--- config.mk ---
export PLATFORM = sky130hd
export DESIGN_NAME = irrigation_scheduler
export DESIGN_NICKNAME = d
export VERILOG_FILES = /design/src/rtl/irrigation_pkg.sv /design/src/rtl/tank_fill_ctrl.sv /design/src/rtl/irrigation_scheduler.sv
export SDC_FILE = /design/constraint.sdc
export NUM_CORES = 1
export LEC_CHECK = 0
export BUFFER_PORTS_ARGS = -buffer_cell sky130_fd_sc_hd__buf_2
export CAP_MARGIN = 20
export CORE_MARGIN = 1
export CORE_UTILIZATION = 40
export CTS_CLUSTER_DIAMETER = 120
export DETAILED_ROUTE_END_ITERATION = 6
export RECOVER_POWER = 50
export SETUP_SLACK_MARGIN = 0.3
export SLEW_MARGIN = 15
export SYNTH_ARGS = -nofsm -noshare
export SYNTH_HDL_FRONTEND = slang
export SYNTH_SLANG_ARGS = --single-unit
--- constraint.sdc ---
create_clock -name clk -period 3.1 [get_ports clk]
set_input_delay 0.155 -clock clk [delete_from_list [all_inputs] [get_ports clk]]
set_output_delay 0.155 -clock clk [all_outputs]
set_load 0.03 [all_outputs]
--- src/rtl/irrigation_pkg.sv ---
// Shared types and default timing for the irrigation scheduler.
// The MANUAL_OVERRIDE_EN build option is handled in irrigation_scheduler.sv.
package irrigation_pkg;

  localparam int TW_DEF           = 10;
  localparam int SPRINKLE_MAX_DEF = 300;
  localparam int DRIP_MAX_DEF     = 600;
  localparam int REST_MIN_DEF     = 60;
  localparam int FILL_TIMEOUT_DEF = 120;

  typedef enum logic [2:0] {
    ST_IDLE     = 3'd0,
    ST_SPRINKLE = 3'd1,
    ST_DRIP     = 3'd2,
    ST_REST     = 3'd3,
    ST_FAULT    = 3'd4
  } irr_state_e;

  function automatic logic is_run(irr_state_e s);
    return (s == ST_SPRINKLE) || (s == ST_DRIP);
  endfunction

endpackage

--- src/rtl/tank_fill_ctrl.sv ---
// Tank fill valve: opens below medium level, closes at high level, and
// raises fill_timeout after FILL_TIMEOUT_S ticks of continuous opening.
module tank_fill_ctrl
  import irrigation_pkg::*;
#(
  parameter int TW             = TW_DEF,
  parameter int FILL_TIMEOUT_S = FILL_TIMEOUT_DEF
) (
  input  logic clk,
  input  logic reset,
  input  logic tick_1hz,
  input  logic h_lvl,
  input  logic m_lvl,
  input  logic force_off,
  output logic ve,
  output logic fill_timeout
);

  localparam logic [TW-1:0] FILL_LOAD = TW'(FILL_TIMEOUT_S);

  logic [TW-1:0] fill_rem;
  logic          ve_d;

  always_comb begin
    ve_d = ve;
    if (force_off || h_lvl) begin
      ve_d = 1'b0;
    end else if (!m_lvl) begin
      ve_d = 1'b1;
    end
  end

  // Down-counter reloads whenever the valve is closed; terminal count is the timeout.
  always_ff @(posedge clk or negedge reset) begin
    if (!reset) begin
      ve       <= 1'b0;
      fill_rem <= FILL_LOAD;
    end else begin
      ve <= ve_d;
      if (!ve) begin
        fill_rem <= FILL_LOAD;
      end else if (tick_1hz && (fill_rem != '0)) begin
        fill_rem <= fill_rem - 1'b1;
      end
    end
  end

  assign fill_timeout = ve && (fill_rem == '0);

endmodule

--- src/rtl/irrigation_scheduler.sv ---
// Timed sprinkler/drip sequencer with rest interval, tank fill supervision and latched fault.
// Define MANUAL_OVERRIDE_EN to add man_req/man_sel for operator-started runs.
module irrigation_scheduler
  import irrigation_pkg::*;
#(
  parameter int SPRINKLE_MAX_S = SPRINKLE_MAX_DEF,
  parameter int DRIP_MAX_S     = DRIP_MAX_DEF,
  parameter int REST_MIN_S     = REST_MIN_DEF,
  parameter int FILL_TIMEOUT_S = FILL_TIMEOUT_DEF,
  parameter int TW             = TW_DEF
) (
  input  logic          clk,
  input  logic          reset,
  input  logic          tick_1hz,
  input  logic          H,
  input  logic          M,
  input  logic          L,
  input  logic          Ua,
  input  logic          Us,
  input  logic          T,
`ifdef MANUAL_OVERRIDE_EN
  input  logic          man_req,
  input  logic          man_sel,
`endif
  output logic          Ve,
  output logic          Vs,
  output logic          Bs,
  output logic          Erro,
  output logic          Alarme,
  output logic [2:0]    state,
  output logic [TW-1:0] elapsed,
  output logic          cycle_done
);

  // state    | meaning
  // IDLE     | waiting for soil-dry demand with water available
  // SPRINKLE | sprinkler run, Vs on, bounded by SPRINKLE_MAX_S
  // DRIP     | drip run, Bs on, chosen when hot or humid
  // REST     | mandatory off time after every run
  // FAULT    | latched level/fill fault, absorbing until reset

  localparam logic [TW-1:0] SPRINKLE_LAST = TW'(SPRINKLE_MAX_S - 1);
  localparam logic [TW-1:0] DRIP_LAST     = TW'(DRIP_MAX_S - 1);
  localparam logic [TW-1:0] REST_LAST     = TW'(REST_MIN_S - 1);

  logic [5:0]    sync_s1, sync_s2;
  logic          h_s, m_s, l_s, ua_s, us_s, t_s;
  irr_state_e    state_q, state_d;
  logic [TW-1:0] elapsed_q, elapsed_d;
  logic [TW-1:0] run_last;
  logic          fault_cond, fill_timeout, timed, demand_lost;
  logic          man_start, man_pick, man_run_q;

  always_ff @(posedge clk or negedge reset) begin
    if (!reset) begin
      sync_s1 <= '0;
      sync_s2 <= '0;
    end else begin
      sync_s1 <= {H, M, L, Ua, Us, T};
      sync_s2 <= sync_s1;
    end
  end

  assign {h_s, m_s, l_s, ua_s, us_s, t_s} = sync_s2;

`ifdef MANUAL_OVERRIDE_EN
  logic [2:0] man_req_sr;
  logic [1:0] man_sel_sr;

  always_ff @(posedge clk or negedge reset) begin
    if (!reset) begin
      man_req_sr <= '0;
      man_sel_sr <= '0;
    end else begin
      man_req_sr <= {man_req_sr[1:0], man_req};
      man_sel_sr <= {man_sel_sr[0], man_sel};
    end
  end

  assign man_start = man_req_sr[1] & ~man_req_sr[2];
  assign man_pick  = man_sel_sr[1];

  // A manual run ignores soil moisture for its whole duration, not just at start.
  always_ff @(posedge clk or negedge reset) begin
    if (!reset) begin
      man_run_q <= 1'b0;
    end else if (state_q == ST_IDLE) begin
      man_run_q <= man_start && l_s && (state_d != ST_FAULT);
    end else begin
      man_run_q <= man_run_q && (state_d == state_q);
    end
  end
`else
  assign man_start = 1'b0;
  assign man_pick  = 1'b0;
  assign man_run_q = 1'b0;
`endif

  assign fault_cond  = (h_s & ~m_s) | (m_s & ~l_s) | fill_timeout;
  assign run_last    = (state_q == ST_DRIP) ? DRIP_LAST : SPRINKLE_LAST;
  assign demand_lost = !us_s && !man_run_q;
  assign timed       = is_run(state_q) || (state_q == ST_REST);

  always_ff @(posedge clk or negedge reset) begin
    if (!reset) begin
      state_q <= ST_IDLE;
    end else begin
      state_q <= state_d;
    end
  end

  always_comb begin
    state_d = state_q;
    case (state_q)
      ST_IDLE: begin
        if (man_start && l_s) begin
          state_d = man_pick ? ST_DRIP : ST_SPRINKLE;
        end else if (us_s && l_s) begin
          state_d = (t_s || ua_s) ? ST_DRIP : ST_SPRINKLE;
        end
      end
      ST_SPRINKLE, ST_DRIP: begin
        if (demand_lost || !l_s || (tick_1hz && (elapsed_q == run_last))) begin
          state_d = ST_REST;
        end
      end
      ST_REST: begin
        if (tick_1hz && (elapsed_q == REST_LAST)) begin
          state_d = ST_IDLE;
        end
      end
      default: state_d = ST_FAULT;
    endcase
    if (fault_cond) begin
      state_d = ST_FAULT;
    end
  end

  // A state change in the same clk as a tick leaves elapsed at zero.
  always_comb begin
    elapsed_d = elapsed_q;
    if (state_d != state_q) begin
      elapsed_d = '0;
    end else if (tick_1hz && timed && (elapsed_q != {TW{1'b1}})) begin
      elapsed_d = elapsed_q + 1'b1;
    end
  end

  always_ff @(posedge clk or negedge reset) begin
    if (!reset) begin
      elapsed_q  <= '0;
      Vs         <= 1'b0;
      Bs         <= 1'b0;
      Erro       <= 1'b0;
      Alarme     <= 1'b0;
      cycle_done <= 1'b0;
    end else begin
      elapsed_q  <= elapsed_d;
      Vs         <= (state_d == ST_SPRINKLE);
      Bs         <= (state_d == ST_DRIP);
      Erro       <= (state_d == ST_FAULT);
      Alarme     <= !l_s && (state_d != ST_FAULT);
      cycle_done <= is_run(state_q) && (state_d == ST_REST);
    end
  end

  tank_fill_ctrl #(
    .TW             (TW),
    .FILL_TIMEOUT_S (FILL_TIMEOUT_S)
  ) u_fill (
    .clk          (clk),
    .reset        (reset),
    .tick_1hz     (tick_1hz),
    .h_lvl        (h_s),
    .m_lvl        (m_s),
    .force_off    (state_d == ST_FAULT),
    .ve           (Ve),
    .fill_timeout (fill_timeout)
  );

  assign state   = state_q;
  assign elapsed = elapsed_q;

endmodule

# == Word-level counts from Yosys, hierarchy flattened ==
# Index checks and enable logic that the tools add are counted.
# word_totals
reg_bits,41
wordCells,68
# classes
add_sub_neg,2
n_reduce_logical,22
n_bitwise,6
eq_ne,14
n_mux,13
# ops
op,n
$mux 10,5
$eq 3x2->1 const B,4
$mux 3,4
$add 10x1->10 const B,1
$eq 10x10->1,1
$eq 10x6->1 const B,1
$logic_not 10->1,1
$ne 10x10->1 const B,1
$reduce_bool 10->1,1
$sub 10x1->10 const B,1
$logic_and 1x1->1,9
$pmux 3 s3,1
$eq 3x1->1 const B,2
$logic_or 1x1->1,6
$eq 3x3->1 const B,1
$logic_not 3->1,1
$ne 3x3->1,1
$ne 3x3->1 const B,1
$and 1x1->1,2
$logic_not 1->1,2
$mux 1,2
$mux 2,1
$ne 2x1->1 const B,1
$ne 2x2->1 const B,1
4 further kinds,6

# == Longest topological paths before layout ==
# Gate-level depths: netlist of the first run.
# logic_depth
depth_word,11
mapped_depth,8
ltp_nobuf,7

# == Hierarchy ==
# Synthesis of the first run repeated with hierarchy kept, for this count alone.
# hier_totals
hier_cells,203
area_unflattened_um2,2158.3
# by_module_without_submodules
module,n_inst,area_per_inst_um2,cells_each,seq_area_each_um2
irrigation_scheduler,1,1461.4,128,750.7
tank_fill_ctrl,1,696.9,75,280.3

# == Worst setup path after synthesis of the first run ==
# No wires, ideal clock.
# synth_timing
path_kind,register to register
startpoint,register state_q[2] (netlist: state[2])
endpoint,register elapsed_q[1] (netlist: elapsed[1])
stages_incl_launch_ff,7
n_path_buf,1
setup_ns,0.094
arrival_ns,2.512
setup_slack_ns,0.494
required_time_ns,3.006
path_cell_list,dfrtp_1 > buf_6 > or3b_4 > or4b_4 > a2111oi_4 > o2111ai_4 > a221oi_2
# synth_via
elab_chain_cells,10
elab_cells_between_ends,21
cone_classes,5 x eq/ne; 7 x mux; 9 x reduce/logical
# synth_rtl
item,line_no,source
from (decl),irrigation_scheduler.sv:48,"irr_state_e state_q, state_d;"
from (signal assigned),irrigation_scheduler.sv:108,state_q <= state_d;
$eq 3x2->1,"irrigation_pkg.sv:20, irrigation_scheduler.sv:100, irrigation_scheduler.sv:114",
$mux 10,irrigation_scheduler.sv:100,assign run_last = (state_q == ST_DRIP) ? DRIP_LAST : SPRINKLE_LAST;
$eq 10x10->1,irrigation_scheduler.sv:123,if (demand_lost || !l_s || (tick_1hz && (elapsed_q == run_last))) begin
$logic_and 1x1->1,irrigation_scheduler.sv:123,
$logic_or 1x1->1,irrigation_scheduler.sv:123,
$mux 3,irrigation_scheduler.sv:123,
$pmux 3 s3,irrigation_scheduler.sv:114,case (state_q)
$mux 3,irrigation_scheduler.sv:134,if (fault_cond) begin
$ne 3x3->1,irrigation_scheduler.sv:142,if (state_d != state_q) begin
$mux 10 or $reduce_bool 2->1 (tied branches),n/a,
to (signal assigned),irrigation_scheduler.sv:158,elapsed_q <= elapsed_d;
to (decl),irrigation_scheduler.sv:49,"logic [TW-1:0] elapsed_q, elapsed_d;"
# Parallel ways exist; a longest one is shown, timed or not.
# A chain may end at the register's enable or synchronous reset.

# == Worst setup path in the final report of the first run ==
# layout_timing
startpoint,register state_q[2] (netlist: state[2])
endpoint,register elapsed_q[5] (netlist: elapsed[5])
# Same word-level chain as after synthesis.

==> metrics.md, run 1 <==
| Metric | Value |
|---|---|
| Status | `complete, but fails checks` |
| Failing checks | `max-capacitance violations, max-slew violations` |
| Sink Count | `41` |
| Sequential Power Share | `0.540` |
| Synthesized area per cell | `11.0 sq um` |
| Net Count, Synth | `195` |
| Delay of the slowest cell on the worst path | `550 ps` |
| Number of global-route vias before repair | `1519` |
| H-tree Lvls | `2` |
| Post-route ant nets | `0` |
| FFs w/ async S/R, synth | `1.00` |
| Peak supply drop | `0.283 mV` |
| Synth warnings | `0` |
| Post-layout util | `0.508` |
| Die area | `5370 sq um` |
| P_sw | `0.214 mW` |
| Crit path DAT | `2890 ps` |
| CORE AREA | `4820 sq um` |
| Gate Count Post-Synth | `184` |
| Final period util | `0.881` |
| Iteration-0 DRC Markers | `100` |
| Ratio of cells with drive above 1 in the final layout | `0.261` |
| Routability cong. | `0.880` |
| CP required | `3250 ps` |
| GR Overflow Total | `0` |
| CP Launch Type | `register` |
| Initial antenna violation count | `0` |
| Final hold viol count | `0` |
| Placed Area | `2270 sq um` |
| CTS buffer count | `5` |
| Post-synthesis sequential area ratio | `0.508` |
| Top FF cell, synth | `dfrtp_1` |
| DR DRC count | `0` |
| CTS Root Cell | `clkbuf_8` |
| Total negative slack | `0 ps` |
| Top cells by count, synth | `37 x dfrtp_1, 16 x xnor2_1, 15 x nor2_1` |
| Hold Crit Class | `in -> reg` |
| Area leader, netlist | `dfrtp_1` |
| Clock power frac | `0.421` |
| Antenna cell count | `0` |
| Design Area, Final | `2440 sq um` |
| Fill count | `482` |
| Die height | `73.3 um` |
| Skew final | `8.64 ps` |
| Routed wire length on met3 | `211 um` |
| FMAX | `366 MHz` |
| Largest net degree at the start of global routing | `42` |
| Met2 wire len | `1950 um` |
| Hpwl dp | `3060 um` |
| Post-synth top area share | `0.456` |
| Synthesis-to-layout area growth | `20.4%` |
| Slew HR | `-0.404` |
| Comb pwr share | `0.040` |
| Reg2reg start | `state[2]` |
| GRT Util Overall | `0.175` |
| Synth area leaders | `dfrtp_1 46%, xnor2_1 6.9%, dfstp_2 5.2%` |
| Hold_sp | `tick_1hz` |
| Row cnt | `25` |
| Post-DR vias/cell | `5.26` |
| Reg2Reg Setup Slack | `370 ps` |
| Worst path buffer plus inverter count | `0` |
| Period minus WS final | `2730 ps` |
| Stages on the worst setup path | `5` |
| EDFF count, synth | `0` |
| Static Leak | `1.01 nW` |
| Seq cells post-synth | `41` |
| Crit end category | `register` |
| Max layer used | `met4` |
| Routed Wire Length | `4300 um` |
| Worst Reg2Reg Path Length in Cells | `5` |
| Pre-antenna DRT Iters | `4` |
| Post-synth cell types | `53` |
| Routed met1 length | `2100 um` |
| RSZ-0062 raised after global routing | `false` |
| P per Cell Area | `416 nW/um^2` |
| IO buf count | `27` |
| Setup violators final | `0` |
| Critical path fanouts, max | `10` |
| Power Internal | `0.802 mW` |
| Io pins | `28` |
| Worst-skew pair later-pin latency | `290 ps` |
| Fin. max-slew vios | `42` |
| Critical path class | `reg -> reg` |
| Nets | `236` |
| Crit-path cells | `or3b_4 -> or4b_4 -> a2111oi_4 -> o32a_1 -> a211oi_1` |
| Mapped cell area | `2030 sq um` |
| Max Cap Viol | `1` |
| Worst Hold Path EP | `u_fill.fill_rem[1]` |
| Initial Util | `0.422` |
| Via count | `1541` |
| Most frequent cell after synthesis | `dfrtp_1` |
| Clock transition at path regs | `80 ps` |
| Clock Path Buffers | `2` |
| Sw frac | `0.210` |
| Routed WL per cell | `14.7 um` |
| Worst-margin pin slew | `2110 ps` |
| Hold Crit Depth | `4` |
| Die width | `73.3 um` |
| CTS tree | `yes` |
| Crit Reg-Reg Endpoint | `elapsed[5]` |
| Slowest cell on crit path | `or4b_4` |
| Cell family with most CP delay | `compound AO/OA/AOI/OAI gates` |
| Global-route wire length before repair | `7040 um` |
## worst max-delay path by stage
stage	slack (ps)	start	end
finish	370	state[2]	elapsed[5]
global route	300	state[2]	elapsed[5]
CTS	380	state[2]	elapsed[4]
detailed placement	380	state[0]	elapsed[5]
global placement	440	state[2]	elapsed[2]
floorplan	490	state[2]	elapsed[1]
## routing by layer
layer	up-vias	global-route usage
met1	733	0.243
met5	-	0
met2	38	0.261
li1	764	-
met3	6	0.0425
met4	0	0.0741
## power by group through the flow
stage | combinational, mW | sequential [mW] | clock [mW]
after global placement | 0.0358 | 0.558 | 0
after detailed placement | 0.0359 | 0.559 | 0
after global routing | 0.0450 | 0.549 | 0.457
after CTS | 0.0417 | 0.548 | 0.440
final | 0.0402 | 0.548 | 0.427
after floorplan | 0.0124 | 0.560 | 0
## layout by cell type (no fill, tap or decap), types with 2 or more instances in the layout
cell type and n:
or4_1 2, nor3_1 7, nor2_1 15, nand2_1 12, or3_1 2, mux2i_1 3, a211oi_1 10, dfstp_2 4
dlygate4sd3_1 6, o311ai_0 2, a21oi_1 2, nor4_1 8, nand2b_1 4, dfrtp_1 37, or2_2 3, o21ai_0 2
nor2b_1 2, inv_1 8, a221oi_2 2, clkbuf_1 2, buf_4 7, xnor2_1 16, nand3_1 5, a21o_1 2
nor4b_1 2, ha_1 2, clkbuf_8 5, buf_2 26
## kinds of logic (layout without fill, tap and decap cells)
family	count (synthesis)	count (layout)	share of synthesized area
compound gates	35	35	0.163
xor+xnor	17	17	0.0733
fa+ha+maj	2	2	0.0123
buf+inv	14	56	0.0314
flops	41	41	0.508
mux	3	3	0.0148
simple gates	72	72	0.198
## through the flow
step,std cells,setup WS [ps],power (mW),hold slack (ps)
6_report,293,368,1.02,314
3_3_place_gp,279,442,0.594,262
2_1_floorplan,184,494,0.572,-141
4_1_cts,293,377,1.03,16.9
3_5_place_dp,279,383,0.595,265
5_1_grt,293,297,1.05,321
## state kept, by name, summed over array words and instances (netlist names)
signal and flops:
u_fill.ve 1, Alarme 1, Bs 1, Erro 1
elapsed 10, cycle_done 1, u_fill.fill_rem 10, sync_s1 6
Vs 1, state 3, sync_s2 6
## final cells by class
class                      instances  area, sq um  area share
clock buffer                       6         72.6      0.0297
clock inverter                     2         38.8      0.0159
inverter                           8         30.0      0.0123
multi-input combinational        129          942       0.385
sequential                        41         1030       0.422
tap                               67         83.8      0.0343
timing repair buffer              40          246       0.101
## worst reg2reg max path, stage by stage (launching register included)
cell	delay [ps]
dfrtp_1	490
or3b_4	430
or4b_4	550
a2111oi_4	480
o32a_1	510
a211oi_1	150
## what timing repair did
action | 4_1_cts | 5_1_grt
hold buffers | 6 | 0
setup endpoints to repair | 0 | 8
endpoints found under the hold margin | 6 | 0
gates resized for setup | 0 | 1
buffers inserted | 0 | 0
Power figures use the tool's default switching activity.
==> run 2: changes to the inputs <==
- PLACE_DENSITY_LB_ADDON: not set -> 0.2
==> run 2 against run 1 <==
Effect of this change:
- the run still ends with max-capacitance violations, max-slew violations left
- clock power barely moved
- critical path depth did not move
- sequential power barely moved
- non-clock buffer count did not move
- setup slack improved by 120 ps
- sequential cell count did not move
- first-iteration DRC count rose by 8.0%
- critical endpoint is now elapsed[1]
==> metrics.md, run 2 (same netlist as run 1, synthesis figures left out) <==
| Metric | Value |
|---|---|
| Most common library cell in the layout ignoring fill and taps | `dfrtp_1` |
| Final hold viol count | `0` |
| Reg2Reg Setup Slack | `490 ps` |
| Crit path DAT | `2810 ps` |
| Power after layout | `1.02 mW` |
| CP Launch Type | `register` |
| Worst-skew pair later-pin latency | `290 ps` |
| Die width | `73.3 um` |
| Clock transition at path regs | `80 ps` |
| Global-route wire length before repair | `7160 um` |
| Hold Crit Class | `in -> reg` |
| Critical path fanouts, max | `10` |
| Fill count | `456` |
| Ratio of cells with drive above 1 in the final layout | `0.265` |
| Initial Util | `0.422` |
| Status | `complete, but fails checks` |
| Via count | `1538` |
| CTS buffer count | `5` |
| P per Cell Area | `415 nW/um^2` |
| Total negative slack | `0 ps` |
| CTS tree | `yes` |
| Static Leak | `1.01 nW` |
| Reg2reg start | `state[2]` |
| Skew final | `5.88 ps` |
| IO buf count | `27` |
| Die height | `73.3 um` |
| Final period util | `0.842` |
| CTS Root Cell | `clkbuf_8` |
| DR DRC count | `0` |
| Synthesis-to-layout area growth | `20.5%` |
| Worst path buffer plus inverter count | `0` |
| Post-CTS setup buffers | `0` |
| CORE AREA | `4820 sq um` |
| Cell family with most CP delay | `compound AO/OA/AOI/OAI gates` |
| H-tree Lvls | `2` |
| RSZ-0062 raised after global routing | `false` |
| FMAX | `383 MHz` |
| Worst Reg2Reg Path Length in Cells | `5` |
| Fin. max-slew vios | `42` |
| Peak supply drop | `0.320 mV` |
| Max Cap Viol | `1` |
| Largest net degree at the start of global routing | `42` |
| CP required | `3310 ps` |
| Number of global-route vias before repair | `1510` |
| Hpwl dp | `2890 um` |
| Hold_sp | `tick_1hz` |
| Slowest cell on crit path | `or4b_4` |
| Worst-margin pin slew | `2120 ps` |
| Cells after DPL | `279` |
| GR Overflow Total | `0` |
| Hold Crit Depth | `4` |
| GRT Util Overall | `0.178` |
| Antenna cell count | `0` |
| Initial antenna violation count | `0` |
| Post-DR vias/cell | `5.25` |
| Routed WL per cell | `14.3 um` |
| Non-Filler Instances | `293` |
| Post-route ant nets | `0` |
| Failing checks | `max-capacitance violations, max-slew violations` |
| Critical path class | `reg -> reg` |
| Die area | `5370 sq um` |
| Worst Hold Path EP | `u_fill.fill_rem[1]` |
| Slew HR | `-0.411` |
| Sink Count | `41` |
| Crit Reg-Reg Endpoint | `elapsed[1]` |
| Setup violators final | `0` |
| Clock Path Buffers | `2` |
| Period minus WS final | `2610 ps` |
| Row cnt | `25` |
| Crit-path cells | `or3b_4 -> or4b_4 -> a2111oi_4 -> o2111ai_4 -> a221oi_2` |
| Routed Wire Length | `4180 um` |
| Pre-antenna DRT Iters | `4` |
| Routability cong. | `0.829` |
| Iteration-0 DRC Markers | `108` |
| Nets | `236` |
| Crit end category | `register` |
| Post-layout util | `0.508` |
| Delay of the slowest cell on the worst path | `550 ps` |
| Most frequent cells in the layout | `37 x dfrtp_1, 26 x buf_2, 16 x xnor2_1, 15 x nor2_1, 12 x nand2_1` |
| Io pins | `28` |
[run 2: layout make-up]
cell class              instances  area, sq um  share of cell area
flip-flops and latches         41         1030               0.421
multi-input cells             129          943               0.386
clock inverters                 2         38.8              0.0159
repair buffers                 40          246               0.101
clock buffers                   6         72.6              0.0297
well taps                      67         83.8              0.0343
inverters                       8         30.0              0.0123
[run 2: per-stage QoR]
| step | setup slack [ps] | area (sq um) | hold slack (ps) |
|---|---|---|---|
| global placement | 389 | 2270 | 263 |
| floorplan | 494 | 2030 | -141 |
| detailed placement | 352 | 2270 | 264 |
| global route | 320 | 2450 | 364 |
| CTS | 352 | 2440 | 13.9 |
| finish | 490 | 2450 | 340 |
[run 2: per-layer routing]
layer	part of all wire	global-route usage
met1	0.50	0.257
met5	0	0
met4	0.0072	0.0588
met3	0.052	0.0370
met2	0.44	0.266
[run 2: repair_timing]
action | 4_1_cts | 5_1_grt
resized for setup | 0 | 2
setup endpoints to repair | 0 | 10
hold buffers | 6 | 0
hold endpoints to repair | 6 | 0
[run 2: tightest hold or removal path, cell delays in order]
cell	delay (ps)
buf_2	140
o31a_1	140
nor2_1	90
a211oi_1	60
[run 2: where the power goes]
group / internal (mW) / total (mW) / switching, mW
clock network: 0.242 / 0.427 / 0.186
logic: 0.0171 / 0.0404 / 0.0233
registers: 0.544 / 0.548 / 0.00451
[run 2: worst max-delay path by stage]
| stage | from | endpoint | cells past startpoint |
|---|---|---|---|
| 2_1_floorplan | state[2] | elapsed[1] | 6 |
| 3_3_place_gp | u_fill.fill_rem[0] | elapsed[8] | 8 |
| 3_5_place_dp | state[0] | elapsed[5] | 5 |
| 4_1_cts | u_fill.fill_rem[0] | elapsed[5] | 8 |
| 5_1_grt | state[2] | elapsed[1] | 5 |
| 6_report | state[2] | elapsed[1] | 5 |
==> run 3: changes to the inputs <==
- clock period: 3.1 -> 2.17 ns (I/O delays scaled with it)
==> run 3 against run 2 <==
Effect of this change:
- power grew 45%
- via count grew 12%
- first-iteration DRC count shrank 37%
- final area grew 17%
- non-clock buffer count grew 32
- sequential share of layout area shrank 6.2 points
- routed wire length grew 15%
- the flow finishes with violations (negative setup slack)
- utilization grew 8.8 points
- critical path type unchanged
- clock skew grew 5.7 ps
- worst hold slack gained 12 ps
- highest routed layer unchanged
==> metrics.md, run 3 (same netlist as run 1, synthesis figures left out) <==
| Metric | Value |
|---|---|
| Die width | `73.3 um` |
| Initial antenna violation count | `0` |
| Row cnt | `25` |
| Io pins | `28` |
| FMAX | `412 MHz` |
| H-tree Lvls | `2` |
| Static Leak | `1.16 nW` |
| Post-layout util | `0.596` |
| Worst-skew pair later-pin latency | `300 ps` |
| Worst-margin pin slew | `1000 ps` |
| CTS buffer count | `5` |
| Critical path class | `reg -> reg` |
| P per Cell Area | `514 nW/um^2` |
| RSZ-0062 raised after global routing | `true` |
| Iteration-0 DRC Markers | `68` |
| Antenna cell count | `0` |
| Number of global-route vias before repair | `1637` |
| Slew HR | `0.330` |
| CP Launch Type | `register` |
| Failing checks | `negative setup slack` |
| Largest net degree at the start of global routing | `42` |
| Setup ws final | `-258 ps` |
| Via count | `1724` |
| Most common library cell in the layout ignoring fill and taps | `dfrtp_1` |
| Fin. max-slew vios | `0` |
| Crit-path cells | `or3b_4 -> or4b_4 -> a2111oi_4 -> buf_4 -> o2111ai_2 -> a211oi_2` |
| Pre-antenna DRT Iters | `4` |
| Synthesis-to-layout area growth | `41.3%` |
| Setup violators final | `14` |
| Clock Path Buffers | `2` |
| Post-route ant nets | `0` |
| Period minus WS final | `2430 ps` |
| Die area | `5370 sq um` |
| Initial Util | `0.422` |
| CTS tree | `yes` |
| GRT Util Overall | `0.194` |
| Hpwl dp | `3110 um` |
| Critical path fanouts, max | `5` |
| Hold Crit Class | `reg -> reg` |
| GR Overflow Total | `0` |
| Slowest cell on crit path | `or4b_4` |
| Crit end category | `register` |
| Final hold viol count | `0` |
| Ratio of cells with drive above 1 in the final layout | `0.394` |
| Most frequent cells in the layout | `36 x dfrtp_1, 33 x buf_4, 16 x xnor2_1, 15 x clkbuf_1, 13 x nor2_1` |
| Max Cap Viol | `0` |
| Post-DR vias/cell | `5.29` |
| Peak supply drop | `0.372 mV` |
| CP required | `2380 ps` |
| CORE AREA | `4820 sq um` |
| DR DRC count | `0` |
| Power after layout | `1.48 mW` |
| Final period util | `1.12` |
| IO buf count | `27` |
| Global-route wire length before repair | `7730 um` |
| Routability cong. | `0.792` |
| Routed WL per cell | `14.8 um` |
| Crit path DAT | `2640 ps` |
| Sink Count | `41` |
| Nets | `269` |
| Clock transition at path regs | `90 ps` |
| Delay of the slowest cell on the worst path | `510 ps` |
| Status | `complete, but fails checks` |
| Routed Wire Length | `4820 um` |
| Die height | `73.3 um` |
| CTS Root Cell | `clkbuf_8` |
| Skew final | `11.5 ps` |
## run 3: cell types whose count changed in the layout (fill, tap and decap cells not counted), sizes merged
cell	previous run	this run
buf	33	49
clkbuf	7	21
clkinvlp	0	1
dlygate4sd3	6	7
o2111ai	1	2
## run 3: final timing paths
check	startpoint	end	slack [ps]	depth (start not counted)
max	state[0]	elapsed[6]	-260	6
min	sync_s1[4]	sync_s2[4]	350	0
max reg2reg	state[0]	elapsed[6]	-260	6
min reg2reg	sync_s1[4]	sync_s2[4]	350	0
max in group asynchronous	reset	state[2]	990	2
min in group asynchronous	reset	state[0]	510	2
## run 3: area by class of cell
cell class,instances,area (sq um)
fill,421,1950
multi-input combinational,130,1120
sequential,41,1030
timing repair buffer,72,490
tap,67,83.8
clock buffer,5,68.8
clock inverter,3,46.3
inverter,8,30.0
## run 3: worst max-delay path: cells and delay by family (launching register included)
family	cells	cell delay (ps)
DFF	1	390
buffers and inverters	1	200
and+or+nand+nor	2	910
AOI/OAI and AO/OA	3	830
## run 3: what timing repair did
action | in CTS | in global routing
setup buffers | 5 | 6
hold buffers | 7 | 0
pin swaps | 8 | 9
setup endpoints to repair | 27 | 28
hold endpoints to repair | 43 | 0
gates resized for setup | 15 | 16
gates cloned | 1 | 0
## run 3: report_power, final
group / switching (mW) / total [mW] / internal, mW
registers: 0.00574 / 0.782 / 0.776
logic: 0.0405 / 0.0737 / 0.0332
clock network: 0.276 / 0.620 / 0.344
## run 3: metal layers
layer | up-vias | routed length [um] | GRT usage
met5 | - | 0 | 0
met4 | 0 | 64 | 0.0719
met3 | 7 | 206 | 0.0453
met2 | 47 | 2410 | 0.316
met1 | 842 | 2130 | 0.252
li1 | 828 | - | -
## run 3: stage by stage
stage                     instance area (sq um)  instances  setup TNS [ps]  worst slack, ps  hold WS, ps
after floorplan                            2070        184           -4710             -416         -187
after global placement                     2450        299           -1970             -190          216
after detailed placement                   2450        299           -2680             -265          218
after CTS                                  2770        320           -1910             -205          296
after global routing                       2870        326           -3690             -339          370
final                                      2870        326           -2500             -258          352
